==> src/rtl/mod_reduction_arb_pkg.sv <==
// Shared types and defaults for the modular-reduction arbiter.
// States, default sizing and the grant-index width helper live here so the
// picker and the top agree on them.
package mod_reduction_arb_pkg;

   localparam int DEF_NREQ  = 4;
   localparam int DEF_WIDTH = 128;
   localparam int DEF_OPW   = 2 * DEF_WIDTH;
   localparam int DEF_IDXW  = $clog2(DEF_NREQ);

   typedef enum logic [1:0] {
      ST_IDLE  = 2'd0,
      ST_ISSUE = 2'd1,
      ST_WAIT  = 2'd2,
      ST_RESP  = 2'd3
   } arb_state_e;

   // Grant-index width; never narrower than one bit.
   function automatic int idx_width(input int n);
      return (n < 2) ? 1 : $clog2(n);
   endfunction

endpackage

==> src/rtl/mod_reduction_rr_pick.sv <==
// Combinational round-robin picker: searches upward from last+1 with wrap
// and returns the first valid requester as one-hot, index and an any flag.
module mod_reduction_rr_pick
   import mod_reduction_arb_pkg::*;
#(
   parameter int NREQ = DEF_NREQ,
   parameter int IDXW = idx_width(DEF_NREQ)
) (
   input  logic [NREQ-1:0] i_req_valid,
   input  logic [IDXW-1:0] i_last,
   output logic [NREQ-1:0] o_grant,
   output logic [IDXW-1:0] o_idx,
   output logic            o_any
);

   logic [NREQ-1:0] w_grant;
   logic [IDXW-1:0] w_idx;
   logic [IDXW-1:0] w_cand;
   logic            w_any;
   int              w_pos;

   // Walk candidates from farthest to nearest so the nearest valid one wins.
   always_comb begin
      w_grant = '0;
      w_idx   = '0;
      w_any   = 1'b0;
      w_cand  = '0;
      w_pos   = 0;
      for (int k = NREQ; k >= 1; k--) begin
         w_pos  = (int'(i_last) + k) % NREQ;
         w_cand = IDXW'(w_pos);
         if (i_req_valid[w_cand]) begin
            w_grant         = '0;
            w_grant[w_cand] = 1'b1;
            w_idx           = w_cand;
            w_any           = 1'b1;
         end
      end
   end

   assign o_grant = w_grant;
   assign o_idx   = w_idx;
   assign o_any   = w_any;

endmodule

==> src/rtl/mod_reduction_arbiter.sv <==
// Round-robin arbiter/sequencer in front of a single modular-reduction
// adapter. One operation in flight; operand and remainder pass through
// unmodified.
// Optional watchdog: define MOD_REDUCTION_ARB_TIMEOUT_EN to abort a WAIT
// that lasts TIMEOUT cycles, answer with a zero remainder and set sticky err.
//
// state    | meaning
// ---------+-----------------------------------------------------------
// ST_IDLE  | pick next requester, pulse req_ready, latch grant + operand
// ST_ISSUE | first cycle of red_enable with the latched operand
// ST_WAIT  | hold red_enable/red_a until red_done (or watchdog expiry)
// ST_RESP  | pulse rsp_valid to the granted requester, update last
module mod_reduction_arbiter
   import mod_reduction_arb_pkg::*;
#(
   parameter int NREQ    = DEF_NREQ,
   parameter int WIDTH   = DEF_WIDTH,
   parameter int TIMEOUT = 255
) (
   input  logic                    i_clk,
   input  logic                    i_reset,
   input  logic [NREQ-1:0]         i_req_valid,
   input  logic [NREQ*2*WIDTH-1:0] i_req_a,
   output logic [NREQ-1:0]         o_req_ready,
   output logic [NREQ-1:0]         o_rsp_valid,
   output logic [WIDTH-1:0]        o_rsp_r,
   output logic                    o_red_enable,
   output logic [2*WIDTH-1:0]      o_red_a,
   input  logic                    i_red_done,
   input  logic [WIDTH-1:0]        i_red_r,
   output logic                    o_busy,
   output logic                    o_err
);

   localparam int OPW  = 2 * WIDTH;
   localparam int IDXW = idx_width(NREQ);

   arb_state_e       r_state;
   arb_state_e       w_next;
   logic [IDXW-1:0]  r_gidx;
   logic [IDXW-1:0]  r_last;
   logic [OPW-1:0]   r_operand;
   logic [WIDTH-1:0] r_result;

   logic [NREQ-1:0]  w_pick_onehot;
   logic [IDXW-1:0]  w_pick_idx;
   logic             w_pick_any;
   logic             w_accept;
   logic             w_capture;
   logic             w_timeout;
   logic [NREQ-1:0]  w_req_ready;
   logic [NREQ-1:0]  w_rsp_valid;
   logic             w_red_enable;

   mod_reduction_rr_pick #(
      .NREQ (NREQ),
      .IDXW (IDXW)
   ) u_pick (
      .i_req_valid (i_req_valid),
      .i_last      (r_last),
      .o_grant     (w_pick_onehot),
      .o_idx       (w_pick_idx),
      .o_any       (w_pick_any)
   );

   // Next-state and handshake outputs; handshakes are gated while reset is
   // held so an aborted or not-yet-started operation never signals.
   always_comb begin
      w_next       = r_state;
      w_accept     = 1'b0;
      w_capture    = 1'b0;
      w_req_ready  = '0;
      w_rsp_valid  = '0;
      w_red_enable = 1'b0;
      case (r_state)
         ST_IDLE: begin
            if (w_pick_any && i_reset) begin
               w_accept    = 1'b1;
               w_req_ready = w_pick_onehot;
               w_next      = ST_ISSUE;
            end
         end
         ST_ISSUE: begin
            w_red_enable = 1'b1;
            w_next       = ST_WAIT;
         end
         ST_WAIT: begin
            w_red_enable = 1'b1;
            if (i_red_done) begin
               w_capture = 1'b1;
               w_next    = ST_RESP;
            end else if (w_timeout) begin
               w_next = ST_RESP;
            end
         end
         ST_RESP: begin
            if (i_reset) begin
               w_rsp_valid[r_gidx] = 1'b1;
            end
            w_next = ST_IDLE;
         end
         default: w_next = ST_IDLE;
      endcase
   end

   // State, grant/operand latch, result capture and round-robin pointer.
   always_ff @(posedge i_clk) begin
      if (!i_reset) begin
         r_state   <= ST_IDLE;
         r_gidx    <= '0;
         r_last    <= IDXW'(NREQ - 1);
         r_operand <= '0;
         r_result  <= '0;
      end else begin
         r_state <= w_next;
         if (w_accept) begin
            r_gidx    <= w_pick_idx;
            r_operand <= i_req_a[w_pick_idx*OPW +: OPW];
         end
         if (w_capture) begin
            r_result <= i_red_r;
         end else if (w_timeout) begin
            r_result <= '0;
         end
         if (r_state == ST_RESP) begin
            r_last <= r_gidx;
         end
      end
   end

`ifdef MOD_REDUCTION_ARB_TIMEOUT_EN
   localparam int WDW = $clog2(TIMEOUT + 1);

   logic [WDW-1:0] r_wdog;
   logic           r_err;

   // Watchdog down-counter: loaded in ISSUE, expires on the TIMEOUT-th WAIT
   // cycle without red_done; err stays set until reset.
   always_ff @(posedge i_clk) begin
      if (!i_reset) begin
         r_wdog <= '0;
         r_err  <= 1'b0;
      end else begin
         if (r_state == ST_ISSUE) begin
            r_wdog <= WDW'(TIMEOUT - 1);
         end else if ((r_state == ST_WAIT) && (r_wdog != '0)) begin
            r_wdog <= r_wdog - 1'b1;
         end
         if (w_timeout) begin
            r_err <= 1'b1;
         end
      end
   end

   assign w_timeout = (r_state == ST_WAIT) && (r_wdog == '0) && !i_red_done;
   assign o_err     = r_err;
`else
   assign w_timeout = 1'b0;
   assign o_err     = 1'b0;
`endif

   assign o_req_ready  = w_req_ready;
   assign o_rsp_valid  = w_rsp_valid;
   assign o_rsp_r      = r_result;
   assign o_red_enable = w_red_enable;
   assign o_red_a      = r_operand;
   assign o_busy       = (r_state != ST_IDLE);

endmodule

==> config.mk <==
export PLATFORM = sky130hd
export DESIGN_NAME = mod_reduction_arbiter
export DESIGN_NICKNAME = d
export VERILOG_FILES = /design/src/rtl/mod_reduction_arb_pkg.sv /design/src/rtl/mod_reduction_rr_pick.sv /design/src/rtl/mod_reduction_arbiter.sv
export SDC_FILE = /design/constraint.sdc
export NUM_CORES = 1
export LEC_CHECK = 0
export ABC_AREA = 1
export CAP_MARGIN = 15
export CORE_AREA = 3 3 598 600
export DETAILED_ROUTE_END_ITERATION = 8
export DIE_AREA = 0 0 601 603
export PLACE_DENSITY = 0.3
export SLEW_MARGIN = 0
export SYNTH_ARGS = -nofsm -noshare
export SYNTH_HDL_FRONTEND = slang
export SYNTH_HIERARCHICAL = 1
export SYNTH_SLANG_ARGS = --single-unit
==> constraint.sdc <==
create_clock -name i_clk -period 4.9 [get_ports i_clk]
set_clock_uncertainty 0.15 [all_clocks]
set_input_delay 1.47 -clock i_clk [delete_from_list [all_inputs] [get_ports i_clk]]
set_output_delay 1.47 -clock i_clk [all_outputs]
set_load 0.02 [all_outputs]
==> Yosys cells after proc, flatten, opt, wreduce, memory -nomap -nowiden <==
Index checks and enable logic that the tools add are counted.
{ "op_classes": {"addsub": 4, "n_lt_le_gt_ge": 10, "eq_ne": 5, "muxes": 42, "n_shift": 1, "n_reduce_logical": 10} }
{ "op_table": {"columns": ["operator", "n"], "rows": [
  ["$shiftx A1024 B11 Y256", 1],
  ["$mux W4", 8],
  ["$mux W1", 18],
  ["$lt A2 B3 Y1 const B", 5],
  ["$mux W2", 6],
  ["$demux W1 S2", 5],
  ["$ge A2 B1 Y1 const B", 5],
  ["$bmux W1 S2", 4],
  ["$pmux W2 S4", 1],
  ["$logic_and A1 B1 Y1", 6],
  ["$add A2 B1 Y2 const B", 2],
  ["$add A2 B2 Y2 const B", 2],
  ["$eq A2 B2 Y1 const B", 2],
  ["$ne A2 B2 Y1 const B", 2],
  ["$eq A2 B1 Y1 const B", 1],
  ["$logic_not A2 Y1", 1],
  ["$reduce_and A2 Y1", 1],
  ["$reduce_bool A2 Y1", 1],
  ["$reduce_or A2 Y1", 1]
]} }
{ "totals": {"word_cells": 77, "in_bits": 1159, "register_bits": 390, "out_inout_bits": 395} }

==> Depth between registers and ports, before layout <==
{ "depth": {"ltp_word": 11, "depth_mapped": 17, "depth_no_buf": 14} }

==> Hierarchy <==
Netlist, hierarchy kept.
{ "modules_own_cells": {"columns": ["module", "area_each_um2", "cells_each", "seq_area_each_um2", "instances"], "rows": [
  ["mod_reduction_arbiter", 21513.1, 3689, 7807.5, 1],
  ["mod_reduction_rr_pick", 480.5, 88, 0.0, 1]
]} }

==> Least setup slack after synthesis <==
No wires, ideal clock.
{ "synth_timing": {"path_kind": "input to output", "start": "in i_req_valid[1]", "end": "out o_req_ready[0]", "required_ns": 3.280, "cell_stages": 11, "arrival_ns": 2.446, "path_slack_ns": 0.834, "n_path_buf": 0, "cell_sequence": "inv_1 nand2_1 nand3_2 nand2_4 nor2_4 nand2_1 nand3_1 nand2_1 inv_1 inv_1 nor2_1"} }
{ "synth_between": {"elab_cells_between_ends": 19, "cone_classes": "mux (18); reduce/logical (1)"} }
{ "synth_lines": {"columns": ["element", "line_no", "source"], "rows": [
  ["start, declared", "mod_reduction_arbiter.sv:22", "input logic [NREQ-1:0] i_req_valid,"],
  ["$bmux W1 S2", "mod_reduction_rr_pick.sv:32", "if (i_req_valid[w_cand]) begin"],
  ["$mux W1 (implied by the code)", "mod_reduction_rr_pick.sv:32", null],
  ["$mux W4 (3 in a row)", "mod_reduction_rr_pick.sv:32", null],
  ["$mux W4 (*)", "mod_reduction_rr_pick.sv:32", null],
  ["net w_pick_onehot[0]", "mod_reduction_arbiter.sv:45", "logic [NREQ-1:0] w_pick_onehot;"],
  ["$mux W4 (*)", "mod_reduction_arbiter.sv:77", "if (w_pick_any && i_reset) begin"],
  ["$mux W4 (*)", "mod_reduction_arbiter.sv:75", "case (r_state)"],
  ["end, declared", "mod_reduction_arbiter.sv:24", "output logic [NREQ-1:0] o_req_ready,"]
]} }
The timed path passes the listed nets; every way through them passes the cells marked *. The select of a mux whose other input is x is not followed.

==> Final worst setup path <==
{ "layout_timing": {"start": "in i_req_valid[3]", "end": "out o_req_ready[1]"} }
Same word-level chain as after synthesis.

==> metrics.md <==
| Metric | Value |
|---|---|
| Leakage Power | 18.7 nW |
| Synth area leaders | sky130_fd_sc_hd__dfxtp_1 35%, sky130_fd_sc_hd__nand2_1 27%, sky130_fd_sc_hd__nand3_1 15% |
| Clock tree root buffer cell | sky130_fd_sc_hd__clkbuf_16 |
| Routed WL per cell | roughly 28 µm |
| Die width | about 600 µm |
| Critical path class | primary input to primary output |
| Final Worst Setup Slack | about 0.15 ns |
| Max-capacitance violation count | 0 |
| Mapped Cells | 3777 |
| Worst reg2reg startpoint | r_last[1] |
| Final-layout setup total negative slack | 0 ns |
| Slack of the worst reg-to-reg path | about 1.2 ns |
| Antenna violations before repair | 152 |
| Mean post-synth cell area | about 5.8 µm² |
| Detailed placer's ending HPWL | between 200000 and 250000 µm |
| Pins Over Slew Limit | 0 |
| CP required | between 3 and 4 ns |
| Number of hold-repair buffers added at the cts stage | 0 |
| Depth of the worst register-to-register path | 17 |
| Starting DRC count in detailed routing | between 2000 and 2500 |
| Status | complete, no violations |
| Layout overhead on the synthesized area | 112% |
| Number of enable-type register cells in the synthesized netlist | 0 |
| GR Util All Layers | roughly 15% |
| Setup slack after placement | -0.393 ns |
| Core box area | 353000 µm² |
| Final weighted congestion in routability-driven placement | roughly 0.92 |
| Worst slew pin tran | a little over 0.9 ns |
| Largest net degree at the start of global routing | roughly 110 |
| Cell Rows | 218 |
| Sequential area share after synthesis | approximately 35% |
| Top-area cell type share of the netlist area | between 30% and 40% |
| Total clock buffers created by CTS | a little over 70 |
| Final worst path period need | 4.75 ns |
| Post-layout instance area | between 40000 and 50000 µm² |
| Power after layout | approximately 28 mW |
| Height of the chip | approximately 600 µm |
| Placement-stage cell area | approximately 44000 µm² |
| Critical path capture point type | primary output |
| Worst vdd ir | roughly 0.28 mV |
| Hold Crit Start | o_red_a[152] |
| Clock insertion delay at the later pin of the skew report | 0.77 ns |
| Number of warning messages in the yosys log | 6 |
| Post-synthesis net count | 4946 |
| Maximum number of buffers from clock root to sink | 4 |
| First-pass DRT Iterations | 5 |
| Wire length of the first global-routing pass | ~360000 µm |
| Fin crit share | between 90% and 100% |
| Final hold vios | 0 |
| Total via count after detailed routing | 32000 |
| Synthesis-stage register bit count | 390 |
| Cell with the most instances after synthesis | sky130_fd_sc_hd__nand2_1 |
| H-tree levels | 3 |
| Depth of the worst hold-timing path | 2 |
| Async SR Flop Fraction | 0% |
| Count of antenna-violating nets left after detailed routing | 0 |
| Starting density of the core | 6.24% |
| Achievable Freq | around 210 MHz |
| Clk sinks | roughly 400 |
| TritonCTS clock tree | built |
| Power per Cell Area | ~610 nW/µm² |
| Highest fanout seen on the critical path | 8 |
| Category of the worst setup path launch point | primary input |
| DRC Markers | 0 |
| Unrepaired setup endpoints after global routing | false |
| Arrival time worst endpoint | ~3.1 ns |
| Count of buffers from port buffering | approximately 1600 |
| Most common flop cell mapped by yosys | sky130_fd_sc_hd__dfxtp_1 |
| Number of different library cells in the post-synthesis netlist | 26 |
| Most common library cells after synthesis | 1583 x sky130_fd_sc_hd__nand2_1, 645 x sky130_fd_sc_hd__nand3_1, 527 x sky130_fd_sc_hd__nor2_1 |
| Wire length after detailed routing | 285000 µm |
| Synthesized area | 22000 µm² |
| Dominant cell type by area after synthesis | sky130_fd_sc_hd__dfxtp_1 |
| Number of global-route vias before repair | 32500 |
| End point of the most critical hold path | o_red_a[152] |
| Clock slew at the register clock pins of the worst setup and hold paths | around 0.060 ns |
| Worst min-delay path category | register to register |
| Final #Nets | between 6000 and 7000 |
| Final-layout fill cell count | slightly above 40000 |
| Setup Viol. Count Final | 0 |
| Residual overflow from global routing | 0 |
| Terminus of the critical flop-to-flop path | o_red_a[136] |
| Vias per cell | around 3.2 |
| Die Footprint | 362000 µm² |
| Top-level port count | between 1500 and 2000 |
| Normalized max-slew margin | about two fifths |
| Layout cell share with drive strength beyond 1 | under 10% |
per-stage QoR:
step	hold slack, ns	util (%)	instances
after detailed placement	0.313	12.5	9925
after global routing	0.338	13.2	10100
after floorplan	0.319	-	3777
final	0.321	13.2	10100
after global placement	0.311	12.5	9925
after CTS	0.323	13.2	10000
power by group:
group	switching, mW	internal [mW]	total [mW]	leakage [nW]
Sequential	0.889	4.53	5.42	3.23
Clock	2.13	3.29	5.42	1.18
Combinational	11.6	5.95	17.6	14.3
Total	14.6	13.8	28.4	18.7
placed cells by master, fill, tap and decap left out, drive strengths merged:
cell	count
clkdlybuf4s50	1538
nand4	2
nand2	1592
nand3	647
ha	10
or2	1
clkdlybuf4s15	2
o21ai	133
bufinv	7
clkinvlp	3
clkbuf	95
a21oi	136
dlygate4sd2	5
diode	38
buf	172
clkinv	15
dfxtp	390
conb	1
a21boi	1
inv	37
nor3	2
nor2	530
per-layer routing:
layer	up-vias	routed length (µm)	GRT usage, %
met2	1271	140000	26.6
met1	15200	109000	16.6
met5	-	333	0
met3	339	30500	7.22
li1	15100	-	-
met4	50	4820	2.25
cell families (layout without fill, tap and decap cells):
logic type	Yosys count	after routing	synth area share (%)
fa+ha+maj	10	10	0.569
compound gates	270	270	6.22
simple gates	2774	2774	51.3
other cells	1	39	0.0171
buf+inv	332	1874	6.35
flops	390	390	35.5
registers in the layout (all words and copies together), names as in the netlist:
name / cells
r_gidx: 2
o_red_a: 256
r_last: 2
r_state: 2
o_rsp_r: 128
worst max-delay path, stage by stage:
cell and delay, ns:
sky130_fd_sc_hd__dlygate4sd2_1 0.27, sky130_fd_sc_hd__inv_1 0.07, sky130_fd_sc_hd__nand2_1 0.11, sky130_fd_sc_hd__nand3_4 0.14, sky130_fd_sc_hd__nand2_8 0.09, sky130_fd_sc_hd__nor2_4 0.16, sky130_fd_sc_hd__buf_4 0.13, sky130_fd_sc_hd__nand2_1 0.04
sky130_fd_sc_hd__nand3_1 0.09, sky130_fd_sc_hd__nand2_1 0.07, sky130_fd_sc_hd__inv_1 0.06, sky130_fd_sc_hd__inv_1 0.04, sky130_fd_sc_hd__nor2_1 0.10, sky130_fd_sc_hd__buf_4 0.17, sky130_fd_sc_hd__buf_12 0.12
area by class of cell:
class                   count  area (µm²)  share of cell area, %
clock buffers              95        2050                   4.39
repair buffers           1717       17500                   37.4
well taps                4730        5920                   12.7
flip-flops and latches    390        7810                   16.7
clock inverters            27         344                  0.737
diodes                     38        95.1                  0.204
multi-input cells        3055       12800                   27.5
inverters                  35         158                  0.338
what timing repair did:
action	4_1_cts	5_1_grt
setup endpoints to repair	4	1
gates resized for setup	15	0
setup buffers	2	0
pin swaps	3	1
worst max-delay path by stage:
stage / start / slack, ns / to
6_report: i_req_valid[3] / 0.15 / o_req_ready[1]
2_1_floorplan: i_req_valid[1] / 0.83 / o_req_ready[0]
3_3_place_gp: i_req_valid[1] / -0.47 / o_req_ready[0]
5_1_grt: i_req_valid[3] / 0.02 / o_req_ready[1]
4_1_cts: i_req_valid[3] / 0.12 / o_req_ready[1]
3_5_place_dp: i_req_valid[3] / -0.39 / o_req_ready[0]
Note: power is estimated with default switching activity, not from simulation.
